<file path="src/rtl/rnf_txreq_if.sv">
// Request flit format plus the TXREQ handshake bundle between the RN-F request
// logic, the transmit stage and the HN-F receive stage.
// The master modport is the transmit stage's view; slave is the surrounding logic.
package rnf_txreq_pkg;
  typedef struct packed {
    logic [3:0]  qos;
    logic [6:0]  tgt_id;
    logic [6:0]  src_id;
    logic [7:0]  txn_id;
    logic [5:0]  opcode;
    logic [31:0] addr;
  } reqflit_t;
endpackage

interface rnf_txreq_if;
  import rnf_txreq_pkg::*;

  reqflit_t req_in;
  logic     req_in_valid;
  logic     req_in_ready;
  reqflit_t TXREQFLIT;
  logic     TXREQFLITV;
  logic     TXREQFLITPEND;
  logic     TXREQLCRDV;

  modport master (
    input  req_in, req_in_valid, TXREQLCRDV,
    output req_in_ready, TXREQFLIT, TXREQFLITV, TXREQFLITPEND
  );

  modport slave (
    output req_in, req_in_valid, TXREQLCRDV,
    input  req_in_ready, TXREQFLIT, TXREQFLITV, TXREQFLITPEND
  );
endinterface

</file>
<file path="src/rtl/rnf_txreq.sv">
// RN-F TXREQ link stage: buffers request flits and launches them against L-credits.
// Latency: push to FLITV is two cycles (PEND the cycle after push, FLITV one later).
// Backpressure: req_in_ready drops when the buffer is full or in reset; no credit, no issue.
module rnf_txreq
  import rnf_txreq_pkg::*;
#(
  parameter int QDEPTH  = 4,
  parameter int MAX_CRD = 15,
  parameter int HN_ID   = 0
) (
  input  logic       clock,
  input  logic       reset,
  rnf_txreq_if.master tx,
  output logic [3:0] crd_count,
  output logic       crd_overflow
);

  localparam int AW = $clog2(QDEPTH);
  localparam logic [AW:0] PTR_ONE = {{AW{1'b0}}, 1'b1};

  reqflit_t    mem [QDEPTH];
  logic [AW:0] wr_ptr;
  logic [AW:0] rd_ptr;
  logic        full;
  logic        empty;
  logic        push;
  logic        issue;
  reqflit_t    head;
  reqflit_t    launch_dat;
  reqflit_t    out_q;
  logic        launch_q;
  logic [3:0]  crd_next;
  logic        ovf_set;

  // Extra pointer bit distinguishes full from empty when the indices match.
  assign empty = (wr_ptr == rd_ptr);
  assign full  = (wr_ptr[AW] != rd_ptr[AW]) && (wr_ptr[AW-1:0] == rd_ptr[AW-1:0]);

  assign tx.req_in_ready = !full && !reset;
  assign push            = tx.req_in_valid && tx.req_in_ready;

  // Issue looks only at registered state so PEND is a clean early warning.
  assign issue = !empty && (crd_count != 4'd0);
  assign head  = mem[rd_ptr[AW-1:0]];

  assign tx.TXREQFLITPEND = issue;
  assign tx.TXREQFLITV    = launch_q;
  assign tx.TXREQFLIT     = out_q;

  // Flit storage; contents need no reset because the pointers gate every read.
  always_ff @(posedge clock) begin
    if (push) mem[wr_ptr[AW-1:0]] <= tx.req_in;
  end

  // Buffer pointers; reset discards anything queued.
  always_ff @(posedge clock) begin
    if (reset) begin
      wr_ptr <= '0;
      rd_ptr <= '0;
    end else begin
      if (push)  wr_ptr <= wr_ptr + PTR_ONE;
      if (issue) rd_ptr <= rd_ptr + PTR_ONE;
    end
  end

  // Retarget the head flit at the home node; every other field passes through.
  always_comb begin
    launch_dat        = head;
    launch_dat.tgt_id = 7'(HN_ID);
  end

  // Launch register: holds the flit only in the cycle it is valid, zero otherwise.
  always_ff @(posedge clock) begin
    if (reset) begin
      out_q    <= '0;
      launch_q <= 1'b0;
    end else if (issue) begin
      out_q    <= launch_dat;
      launch_q <= 1'b1;
    end else begin
      out_q    <= '0;
      launch_q <= 1'b0;
    end
  end

  // Credit arithmetic: a return and a spend in the same cycle cancel out.
  always_comb begin
    crd_next = crd_count;
    ovf_set  = 1'b0;
    if (tx.TXREQLCRDV && !issue) begin
      if (crd_count == 4'(MAX_CRD)) ovf_set = 1'b1;
      else                          crd_next = crd_count + 4'd1;
    end else if (!tx.TXREQLCRDV && issue) begin
      crd_next = crd_count - 4'd1;
    end
  end

  // Credit counter and sticky overflow flag; credits returned during reset are dropped.
  always_ff @(posedge clock) begin
    if (reset) begin
      crd_count    <= 4'd0;
      crd_overflow <= 1'b0;
    end else begin
      crd_count <= crd_next;
      if (ovf_set) crd_overflow <= 1'b1;
    end
  end

endmodule
</file>
<file path="src/flat_wrapper.sv">
// flat-port wrapper written by rule: the top's interface ports become plain ports
module rnf_txreq_flat import rnf_txreq_pkg::*;
#(
  parameter int QDEPTH  = 4,
  parameter int MAX_CRD = 15,
  parameter int HN_ID   = 0
)
  (clock, reset, crd_count, crd_overflow, tx_req_in, tx_req_in_valid, tx_TXREQLCRDV, tx_req_in_ready, tx_TXREQFLIT, tx_TXREQFLITV, tx_TXREQFLITPEND);
  rnf_txreq_if tx_i ();
  input  logic clock;
  input  logic reset;
  output logic [3:0] crd_count;
  output logic crd_overflow;
  input wire logic [$bits(tx_i.req_in)-1:0] tx_req_in;
  input wire logic [$bits(tx_i.req_in_valid)-1:0] tx_req_in_valid;
  input wire logic [$bits(tx_i.TXREQLCRDV)-1:0] tx_TXREQLCRDV;
  output wire logic [$bits(tx_i.req_in_ready)-1:0] tx_req_in_ready;
  output wire logic [$bits(tx_i.TXREQFLIT)-1:0] tx_TXREQFLIT;
  output wire logic [$bits(tx_i.TXREQFLITV)-1:0] tx_TXREQFLITV;
  output wire logic [$bits(tx_i.TXREQFLITPEND)-1:0] tx_TXREQFLITPEND;
  assign tx_i.req_in = tx_req_in;
  assign tx_i.req_in_valid = tx_req_in_valid;
  assign tx_i.TXREQLCRDV = tx_TXREQLCRDV;
  assign tx_req_in_ready = tx_i.req_in_ready;
  assign tx_TXREQFLIT = tx_i.TXREQFLIT;
  assign tx_TXREQFLITV = tx_i.TXREQFLITV;
  assign tx_TXREQFLITPEND = tx_i.TXREQFLITPEND;
  rnf_txreq #(.QDEPTH(QDEPTH), .MAX_CRD(MAX_CRD), .HN_ID(HN_ID)) u_core (.clock(clock), .reset(reset), .tx(tx_i), .crd_count(crd_count), .crd_overflow(crd_overflow));
endmodule
</file>
<file path="config.mk">
export PLATFORM = sky130hd
export DESIGN_NAME = rnf_txreq_flat
export DESIGN_NICKNAME = d
export VERILOG_FILES = /design/src/rtl/rnf_txreq_if.sv /design/src/rtl/rnf_txreq.sv /design/src/flat_wrapper.sv
export SDC_FILE = /design/constraint.sdc
export NUM_CORES = 1
export LEC_CHECK = 0
export CAP_MARGIN = 20
export CORE_MARGIN = 4
export CORE_UTILIZATION = 35
export DETAILED_ROUTE_END_ITERATION = 6
export GPL_ROUTABILITY_DRIVEN = 0
export PLACE_DENSITY = 0.53
export SLEW_MARGIN = 0
export SYNTH_ARGS = -nofsm -noshare
export SYNTH_HDL_FRONTEND = slang
export SYNTH_SLANG_ARGS = --single-unit
</file>
<file path="constraint.sdc">
create_clock -name clock -period 6.6 [get_ports clock]
set_input_delay 0.66 -clock clock [delete_from_list [all_inputs] [get_ports clock]]
set_output_delay 0.66 -clock clock [all_outputs]
set_load 0.02 [all_outputs]
</file>
==> impl_metrics.json <==
{
  "timing.max_cap.violations": 0,
  "timing.final.ws_setup_ns": 2.400,
  "static-leakage-power_uw": 0.004543,
  "synth-warning-count": 0,
  "count_of_buffers_inserted_at_the_top_level_ports": 125,
  "cts_hold_buffers": 0,
  "vias": 5181,
  "min_period_ns": 4.200,
  "holdWs_ns": 0.5168,
  "worstSetupStartpoint": "u_core.rd_ptr[1]$_SDFFE_PP0P_",
  "yosysSeqAreaShare_pct": 77.75,
  "synth_compound_gate_area_share_pct": 1.253,
  "slew_headroom_pct": 33.72,
  "cts_max_path_buffers": 3,
  "synth_top_family_by_area": "multiplexers",
  "worst_skew_pair.late_latency_ns": 0.55,
  "worstHoldPathType": "flip-flop to flip-flop",
  "place_worst_setup_slack_ns": 2.927,
  "regToRegSetupSlack_ns": 3.09,
  "ys_dominant_reg_cell": "sky130_fd_sc_hd__edfxtp_1",
  "antenna_violations_before_repair": 1,
  "grt_pass1_wl_mm": 32.91,
  "synth.lib_cells_used.distinct": 42,
  "multi_input_area_um2": 2197,
  "grt_setup_unrepaired": "false",
  "synth_enable_flop_cells": 228,
  "post_cts.resized_instances": 0,
  "first_global_vias": 5788,
  "vias_per_cell": 4.851,
  "critPathLaunchType": "flip-flop",
  "routed_length_per_placed_instance_um": 20.04,
  "gr_usage_total_pct": 12.66,
  "detailedRoute.firstPassIterationCount": 4,
  "finalWirelength_mm": 21.41,
  "end_kind": "output pin",
  "detail_route.iter0.violations": 352,
  "number_of_instances_in_the_placed_design": 1010,
  "setup-violations-final": 0,
  "boundaryPins": 140,
  "post_synth_fa_ha_maj_area_fraction_pct": 1.017,
  "critical_path_class": "flip-flop to output pin",
  "grt_max_degree": 63,
  "cp.required_ns": 5.94,
  "h-tree-depth": 1,
  "synth.cell_area_um2": 10580,
  "area_growth_syn_to_layout_pct": 25.72,
  "cts.reportedPaths.clkPinSlew_ns": 0.06,
  "post_synth_mux_area_share_pct": 12.52,
  "synth-xor-area-share_pct": 0.7449,
  "post-dp-hpwl_mm": 11.77,
  "postSynthAreaPerCell_um2": 20.35,
  "core_region_area_um2": 29720,
  "globalRoute.totalOverflow": 0,
  "antenna_violating_nets_post_route": 0,
  "setup_tns_ns": 0,
  "critical_path_arrival_ns": 3.54,
  "gate_count_post_synth": 520,
  "final_layout_size_suffix_gt1_share_pct": 18.88,
  "die-width_um": 181.9,
  "synthArstFlopShare_pct": 0,
  "clock-root-buffer": "sky130_fd_sc_hd__clkbuf_16",
  "cts_tree": "built",
  "number_of_nets_at_the_end_of_the_flow": 729,
  "layout_skew_ns": 0.02004,
  "hold_path.startpoint": "u_core.wr_ptr[2]$_SDFFE_PP0N_",
  "area.sequential_um2": 8235,
  "design.die.area_um2": 33080,
  "post_cts_buffers": 0,
  "worst_margin_pin_slew_ns": 0.9942,
  "hold_viol": 0,
  "power.ir.vdd_worst_v": 0.0002332,
  "initial_core_util_pct": 35.61,
  "fillCellCount": 2548,
  "drcViolationCount": 0,
  "post_synth_and_or_nand_nor_area_fraction_pct": 4.883,
  "power.density_nw_per_um2": 368.1,
  "numClockSinks": 297,
  "number_of_placement_rows": 63,
  "layout.cells.non_filler": 1068,
  "crit_fanout": 62,
  "run_status": "finished, final reports clean",
  "final_max_slew_viol_count": 0,
  "die_height_um": 181.9,
  "yosys_register_bits": 297,
  "maxClockFrequency_mhz": 238.1,
  "cts-buffers-inserted": 31,
  "final_min_period_over_clock_period_pct": 63.64,
  "antenna_cells": 0,
  "regToRegStartpoint": "u_core.rd_ptr[1]$_SDFFE_PP0P_"
}
## registers in the layout (all words and copies together) (netlist names)
signal / cells
u_core.crd_count: 4
u_core.tx.TXREQFLITV: 1
u_core.rd_ptr: 3
u_core.tx.TXREQFLIT: 57
u_core.crd_overflow: 1
u_core.mem: 228
u_core.wr_ptr: 3
## area by class of cell
type                            instances  share of cell area, %
Clock inverter                         25                  2.116
Sequential cell                       297                  61.90
Multi-Input combinational cell        189                  16.51
Clock buffer                           33                  5.963
Timing Repair Buffer                  128                  9.668
Tap cell                              390                  3.668
Inverter                                6                 0.1693
## where the power goes
group	switching (uW)	internal, uW	leakage [uW]
registers	110	2150	0.00263
logic	414	425	0.00137
clock network	698	1100	0.000538
total	1220	3680	0.00454
## placed cells by master, fill, tap and decap left out, types with 3 or more instances in the layout
cell type	Yosys	routed
sky130_fd_sc_hd__edfxtp_1	228	228
sky130_fd_sc_hd__clkdlybuf4s50_1	0	125
sky130_fd_sc_hd__ha_1	7	7
sky130_fd_sc_hd__mux2i_1	3	3
sky130_fd_sc_hd__nor2_1	4	4
sky130_fd_sc_hd__inv_1	4	4
sky130_fd_sc_hd__bufinv_16	0	6
sky130_fd_sc_hd__clkbuf_16	0	31
sky130_fd_sc_hd__and2_4	1	5
sky130_fd_sc_hd__xor2_1	4	4
sky130_fd_sc_hd__clkinv_2	0	14
sky130_fd_sc_hd__a21oi_1	3	3
sky130_fd_sc_hd__dfxtp_1	69	67
sky130_fd_sc_hd__mux4_2	57	57
sky130_fd_sc_hd__xnor2_1	5	5
sky130_fd_sc_hd__and3_1	58	58
sky130_fd_sc_hd__nand2_1	11	11
sky130_fd_sc_hd__conb_1	1	7
## Yosys cell counts (all sizes together), types with 2 or more instances
library cell	number	area, um2
edfxtp	228	6847
dfxtp	69	1381
and3	58	362.9
mux4	57	1284
clkbuf	18	67.56
buf	16	100.1
nand2	11	41.29
ha	7	87.58
and2	5	33.78
inv	5	18.76
xnor2	5	43.79
nor2	4	15.01
xor2	4	35.03
a21oi	3	15.01
mux2i	3	30.03
a2111oi	2	18.77
a31oi	2	12.51
nand3	2	10.01
nor3	2	10.01
o31ai	2	20.02
## metal layers
layer	part of all wire [%]	GRT usage [%]
met5	0.093	0
met4	2.0	2.822
met3	6.0	3.165
met2	50	21.70
met1	42	16.36
## stage by stage
step	power, uW	util (%)	cell area [um2]
CTS	4972	44.77	13300
global route	5108	44.77	13300
detailed placement	3155	41.15	12230
floorplan	2784	-	10610
global placement	3139	41.08	12210
finish	4898	44.77	13300
## cell families (layout without fill, tap and decap cells)
| family | count (synthesis) | in the layout |
|---|---|---|
| flip-flops | 297 | 297 |
| AND/OR/NAND/NOR | 87 | 87 |
| multiplexers | 61 | 61 |
| buffers and inverters | 40 | 192 |
| AO/OA/AOI/OAI | 17 | 17 |
| XOR/XNOR | 9 | 9 |
| adder cells (fa/ha/maj) | 8 | 8 |
| other | 1 | 7 |
## path summary, 6_finish.rpt
| path | cells after the start | endpoint |
|---|---|---|
| worst max register to register | 8 | u_core.crd_count[3]$_SDFFE_PP0P_ |
| worst max-delay path | 5 | tx_TXREQFLITPEND |
| worst min-delay path | 2 | u_core.wr_ptr[2]$_SDFFE_PP0N_ |
| worst min register to register | 2 | u_core.wr_ptr[2]$_SDFFE_PP0N_ |
## critical path, stage by stage (launching register included)
cell and delay (ns):
sky130_fd_sc_hd__dfxtp_4 1.01, sky130_fd_sc_hd__xor2_1 0.38, sky130_fd_sc_hd__o31ai_2 0.20, sky130_fd_sc_hd__inv_2 0.07
sky130_fd_sc_hd__buf_4 0.56, sky130_fd_sc_hd__clkdlybuf4s50_1 0.74
Power figures use the tool's default switching activity.
